<file path="src/rtl/bus_pkg.sv">
`default_nettype none
// ============================================================================
// Module   : bus_pkg
// Purpose  : Shared packet-ID definitions and helpers for bus endpoints.
// Revision : 1.0 - initial release
// ============================================================================
package bus_pkg;

    localparam int              ID_W         = 8;
    localparam logic [ID_W-1:0] BCAST_ID_DEF = 8'hFF;
    localparam int              PKT_MAX_W    = 256;

    typedef enum logic [0:0] {
        PKT_MATCH    = 1'b0,
        PKT_MISROUTE = 1'b1
    } pkt_class_e;

    // The packet is passed zero-extended so one helper serves any packet width.
    function automatic logic [ID_W-1:0] get_id(input logic [PKT_MAX_W-1:0] pkt,
                                               input int unsigned          pkt_w);
        logic [PKT_MAX_W-1:0] w_sh;
        w_sh = pkt >> (pkt_w - ID_W);
        return w_sh[ID_W-1:0];
    endfunction

    function automatic pkt_class_e classify(input logic [ID_W-1:0] id,
                                            input logic [ID_W-1:0] my_id,
                                            input logic [ID_W-1:0] bcast_id);
        return ((id == my_id) || (id == bcast_id)) ? PKT_MATCH : PKT_MISROUTE;
    endfunction

endpackage
`default_nettype wire

</file>
<file path="src/rtl/rx_fifo.sv">
`default_nettype none
// ============================================================================
// Module   : rx_fifo
// Purpose  : Synchronous first-word fall-through FIFO with occupancy level.
// Revision : 1.0 - initial release
// ============================================================================
module rx_fifo #(
    parameter  int DW    = 16,
    parameter  int DEPTH = 8,
    localparam int AW    = $clog2(DEPTH)
) (
    input  logic          clk,
    input  logic          i_rst_n,
    input  logic          i_wr_en,
    input  logic [DW-1:0] i_wr_data,
    input  logic          i_rd_en,
    output logic [DW-1:0] o_rd_data,
    output logic          o_empty,
    output logic          o_full,
    output logic [AW:0]   o_level
);

    localparam logic [AW:0] c_full_lvl = (AW+1)'(DEPTH);

    logic [DW-1:0] r_mem [DEPTH];
    logic [AW:0]   r_wr_ptr;
    logic [AW:0]   r_rd_ptr;
    logic [DW-1:0] r_last;
    logic          w_rd;
    logic          w_wr;

    assign o_empty = (r_wr_ptr == r_rd_ptr);
    assign o_level = r_wr_ptr - r_rd_ptr;
    assign o_full  = (o_level == c_full_lvl);
    assign w_rd    = i_rd_en && !o_empty;
    assign w_wr    = i_wr_en && (!o_full || w_rd);

    // While empty, present the most recently popped word so dout stays stable.
    assign o_rd_data = o_empty ? r_last : r_mem[r_rd_ptr[AW-1:0]];

    always_ff @(posedge clk or negedge i_rst_n) begin
        if (!i_rst_n) begin
            r_wr_ptr <= '0;
            r_rd_ptr <= '0;
            r_last   <= '0;
        end else begin
            if (w_wr) begin
                r_wr_ptr <= r_wr_ptr + 1'b1;
            end
            if (w_rd) begin
                r_rd_ptr <= r_rd_ptr + 1'b1;
                r_last   <= r_mem[r_rd_ptr[AW-1:0]];
            end
        end
    end

    always_ff @(posedge clk) begin
        if (w_wr) begin
            r_mem[r_wr_ptr[AW-1:0]] <= i_wr_data;
        end
    end

endmodule
`default_nettype wire

</file>
<file path="src/rtl/bus_rx_endpoint.sv">
`default_nettype none
// ============================================================================
// Module   : bus_rx_endpoint
// Purpose  : Bus sink port - ID filter, receive FIFO, valid/ready output, stats.
// Revision : 1.0 - initial release
// ============================================================================
module bus_rx_endpoint
    import bus_pkg::*;
#(
    parameter  int              pckg_sz   = 16,
    parameter  int              deep_fifo = 8,
    parameter  logic [ID_W-1:0] MY_ID     = 8'h00,
    parameter  logic [ID_W-1:0] BCAST_ID  = BCAST_ID_DEF,
    parameter  int              CNT_W     = 16,
    localparam int              LVL_W     = $clog2(deep_fifo) + 1
) (
    input  logic               clk,
    input  logic               reset,
    input  logic               push,
    input  logic [pckg_sz-1:0] D_push,
    output logic [pckg_sz-1:0] dout,
    output logic               dout_valid,
    input  logic               dout_ready,
    input  logic               clr_stats,
    output logic [LVL_W-1:0]   level,
    output logic               full,
    output logic               overflow,
    output logic [CNT_W-1:0]   rx_count,
    output logic [CNT_W-1:0]   drop_count,
    output logic [CNT_W-1:0]   misroute_count
);

    localparam logic [CNT_W-1:0] c_cnt_max = {CNT_W{1'b1}};

    pkt_class_e w_class;
    logic       w_match;
    logic       w_misroute;
    logic       w_pop;
    logic       w_wr_en;
    logic       w_drop;
    logic       w_empty;

    assign w_class    = classify(get_id(PKT_MAX_W'(D_push), pckg_sz), MY_ID, BCAST_ID);
    assign w_match    = push && (w_class == PKT_MATCH);
    assign w_misroute = push && (w_class == PKT_MISROUTE);
    assign w_pop      = dout_valid && dout_ready;
    // A pop at the same edge frees the slot, so a full FIFO still accepts.
    assign w_wr_en    = w_match && (!full || w_pop);
    assign w_drop     = w_match && full && !w_pop;
    assign dout_valid = !w_empty;

    rx_fifo #(
        .DW    (pckg_sz),
        .DEPTH (deep_fifo)
    ) u_fifo (
        .clk       (clk),
        .i_rst_n   (reset),
        .i_wr_en   (w_wr_en),
        .i_wr_data (D_push),
        .i_rd_en   (w_pop),
        .o_rd_data (dout),
        .o_empty   (w_empty),
        .o_full    (full),
        .o_level   (level)
    );

    always_ff @(posedge clk or negedge reset) begin
        if (!reset) begin
            rx_count       <= '0;
            drop_count     <= '0;
            misroute_count <= '0;
            overflow       <= 1'b0;
        end else if (clr_stats) begin
            rx_count       <= '0;
            drop_count     <= '0;
            misroute_count <= '0;
            overflow       <= 1'b0;
        end else begin
            if (w_wr_en && (rx_count != c_cnt_max)) begin
                rx_count <= rx_count + 1'b1;
            end
            if (w_drop && (drop_count != c_cnt_max)) begin
                drop_count <= drop_count + 1'b1;
            end
            if (w_misroute && (misroute_count != c_cnt_max)) begin
                misroute_count <= misroute_count + 1'b1;
            end
            if (w_drop) begin
                overflow <= 1'b1;
            end
        end
    end

endmodule
`default_nettype wire

</file>
<file path="config.mk">
export PLATFORM = sky130hd
export DESIGN_NAME = bus_rx_endpoint
export DESIGN_NICKNAME = d
export VERILOG_FILES = /design/src/rtl/bus_pkg.sv /design/src/rtl/rx_fifo.sv /design/src/rtl/bus_rx_endpoint.sv
export SDC_FILE = /design/constraint.sdc
export NUM_CORES = 1
export LEC_CHECK = 0
export CAP_MARGIN = 20
export CORE_ASPECT_RATIO = 1.75
export CORE_UTILIZATION = 51
export CTS_CLUSTER_DIAMETER = 120
export DETAILED_ROUTE_END_ITERATION = 8
export PLACE_DENSITY = 0.76
export SKIP_LAST_GASP = 1
export SYNTH_ARGS = -nofsm -noshare
export SYNTH_HDL_FRONTEND = slang
export SYNTH_SLANG_ARGS = --single-unit
</file>
<file path="constraint.sdc">
create_clock -name clk -period 4.4 [get_ports clk]
set_input_delay 0.88 -clock clk [delete_from_list [all_inputs] [get_ports clk]]
set_output_delay 0.88 -clock clk [all_outputs]
set_load 0.05 [all_outputs]
</file>
==> flow_summary.json <==
{
  "drt_iter0_drc": 233,
  "final_cell_mix": "edfxtp_1 (128), dfrtp_1 (72), clkdlybuf4s50_1 (72)",
  "hold_viol_final": 0,
  "worstSetupStartpointType": "flip-flop",
  "rsz0062_at_grt": "false",
  "globalplace.congestion": 0.811,
  "synth-seq-cells": 201,
  "place_area_sq_um": 9900,
  "p_leak_nw": 3.90,
  "finalSetupViolCount": 0,
  "dieWidth_um": 101,
  "routed_wl_mm": 18.6,
  "max_freq_ghz": 0.252,
  "syn-num-nets": 655,
  "dieArea_sq_um": 17700,
  "dpl.hpwl_mm": 12.0,
  "power_density_nw_per_um2": 573,
  "portBuffers": 91,
  "ant_nets": 0,
  "drv_slew": 0,
  "synth_cell_types": 51,
  "grt_overflow": 0,
  "area.growth.synth_to_final_pct": 20.7,
  "cts_buffers": 19,
  "finalNetCount": 749,
  "synth-async-reset-ratio_pct": 36.3,
  "synthCells": 625,
  "vias": 5480,
  "ios": 92,
  "crit_arrival_ns": 3.09,
  "syn_avg_cell_area_sq_um": 14.0,
  "yosysSeqAreaShare_pct": 64.9,
  "crit_path_max_fanout": 7,
  "cts-root-buf": "clkbuf_16",
  "clock_sinks": 201,
  "cts_tree": "built",
  "htreeDepth": 1,
  "wl_per_cell_um": 19.4,
  "die_height_um": 175,
  "grt_pass1_vias": 5762,
  "mostFrequentLayoutCell": "edfxtp_1",
  "syn_area_sq_um": 8740,
  "routed_via_density": 5.71,
  "synth_edf_count": 128,
  "grt_pass1_wl_mm": 29.6,
  "critPathKind": "flip-flop to output port",
  "drc_errors": 0,
  "status": "finished, final reports clean",
  "tightestPinTransition_ns": 0.983,
  "drive_gt1_share_pct": 15.8,
  "max_slew_margin_pct": 34.5,
  "antenna_found_initial": 0,
  "firstDrtPassIters": 4,
  "ys_warn_count": 0,
  "ir_drop_v": 0.000717,
  "final_cell_area_sq_um": 10600,
  "antenna_cells": 0,
  "synth-main-ff-cell": "edfxtp_1",
  "fin_setup_tns_ns": 0,
  "holdBufCountCts": 0,
  "fin_skew_ns": 0.00896,
  "grt_max_degree": 74,
  "post_cts_buffers": 0,
  "period_share_pct": 90.1,
  "core-area_sq_um": 16900,
  "worstPathRequired_ns": 3.52,
  "clk_pin_slew_ns": 0.07,
  "row_count": 63,
  "clock_path_buffers": 3,
  "clock_latency_ns": 0.49,
  "min_period_ns": 3.97,
  "post_cts_resized": 0,
  "regToRegSetupSlack_ns": 0.97,
  "initial_core_util_pct": 51.8,
  "min_path_type": "flip-flop to flip-flop",
  "endpoint_kind": "output port",
  "drv_cap": 0,
  "grtUsageTotal_pct": 22.0
}
## synthesized netlist by cell type (2+ instances only)
library cell  count  area share [%]
mux2_2            3            0.39
dfrtp_1          73              21
nor3b_1           2            0.17
nand4_1          20             1.4
nor2b_1          10            0.72
edfxtp_1        128              44
o21ai_0          24             1.4
inv_1            11            0.47
nand3_1          24             1.4
buf_6             3            0.39
a21oi_1          27             1.5
a31o_2            2            0.20
xnor2_1          14             1.4
or4_1            10            0.86
a211oi_1          3            0.26
ha_1              8             1.1
or3_1             3            0.21
and4_1            6            0.60
nor3_1            7            0.40
mux2i_1          18             2.1
mux4_2           32             8.2
clkbuf_1         21            0.90
nor2_1           63             2.7
or4_4             2            0.26
and3_1           10            0.72
and2_1            2            0.14
buf_2             7            0.40
nor4_1            6            0.43
nand2_1          40             1.7
o31ai_1           3            0.26
xor2_1           23             2.3
## state kept, by name (all words and copies together) (netlist names)
register and cells:
overflow 1, u_fifo.r_mem 128, rx_count 16, u_fifo.r_rd_ptr 4, misroute_count 16, u_fifo.r_last 16
drop_count 16, u_fifo.r_wr_ptr 4
## path summary, 6_finish.rpt
path	start	end	cells after the start
worst max-delay path	u_fifo.r_wr_ptr[0]	full	7
worst min-delay path	u_fifo.r_last[6]	u_fifo.r_last[6]	2
worst max register to register	u_fifo.r_wr_ptr[0]	drop_count[11]	9
worst min register to register	u_fifo.r_last[6]	u_fifo.r_last[6]	2
max in group asynchronous	reset	u_fifo.r_rd_ptr[0]	1
min in group asynchronous	reset	drop_count[14]	1
## per-layer routing
metal	GRT usage, %	wire length, um
met1	25.9	6840
met2	39.8	10100
met3	2.72	968
met4	9.18	690
met5	0	0
## power breakdown
part / total [mW] / switching (mW) / internal [mW]
Clock: 1.70 / 0.690 / 1.01
Combinational: 2.14 / 1.35 / 0.793
Sequential: 2.20 / 0.0819 / 2.11
Total: 6.05 / 2.12 / 3.92
## metrics by stage
step | setup WS (ns) | total power [mW] | hold slack, ns | util [%] | cells
after CTS | 0.386 | 6.10 | 0.491 | 62.6 | 959
after detailed placement | 0.573 | 4.39 | 0.477 | 58.7 | 925
after global placement | 0.661 | 4.35 | 0.463 | 58.7 | 925
final | 0.435 | 6.05 | 0.487 | 62.6 | 959
after floorplan | 0.265 | 3.74 | 0.451 | - | 625
after global routing | 0.252 | 6.27 | 0.509 | 62.6 | 959
## worst max-delay path, stage by stage (launching register included)
cell and delay (ns):
dfrtp_1 0.52, inv_1 0.17, ha_1 0.24, fa_1 0.37, xor2_1 0.17, nand3_1 0.11, nor3b_1 0.18, clkdlybuf4s50_1 0.83
## cell families (layout without fill, tap and decap cells)
logic type / Yosys count / count (layout) / synth area share (%)
flip-flops: 201 / 201 / 64.9
adder cells (fa/ha/maj): 9 / 9 / 1.37
multiplexers: 54 / 54 / 10.8
AND/OR/NAND/NOR: 216 / 216 / 12.9
AO/OA/AOI/OAI: 64 / 64 / 4.06
buffers and inverters: 44 / 151 / 2.25
XOR/XNOR: 37 / 37 / 3.71
## final cells by class
| class | instances | area, sq um |
|---|---|---|
| Tap cell | 227 | 284 |
| Sequential cell | 201 | 5670 |
| Fill cell | 1294 | 6320 |
| Inverter | 12 | 45.0 |
| Multi-Input combinational cell | 380 | 2910 |
| Clock inverter | 10 | 139 |
| Clock buffer | 24 | 514 |
| Timing Repair Buffer | 105 | 991 |
Power figures use the tool's default switching activity.
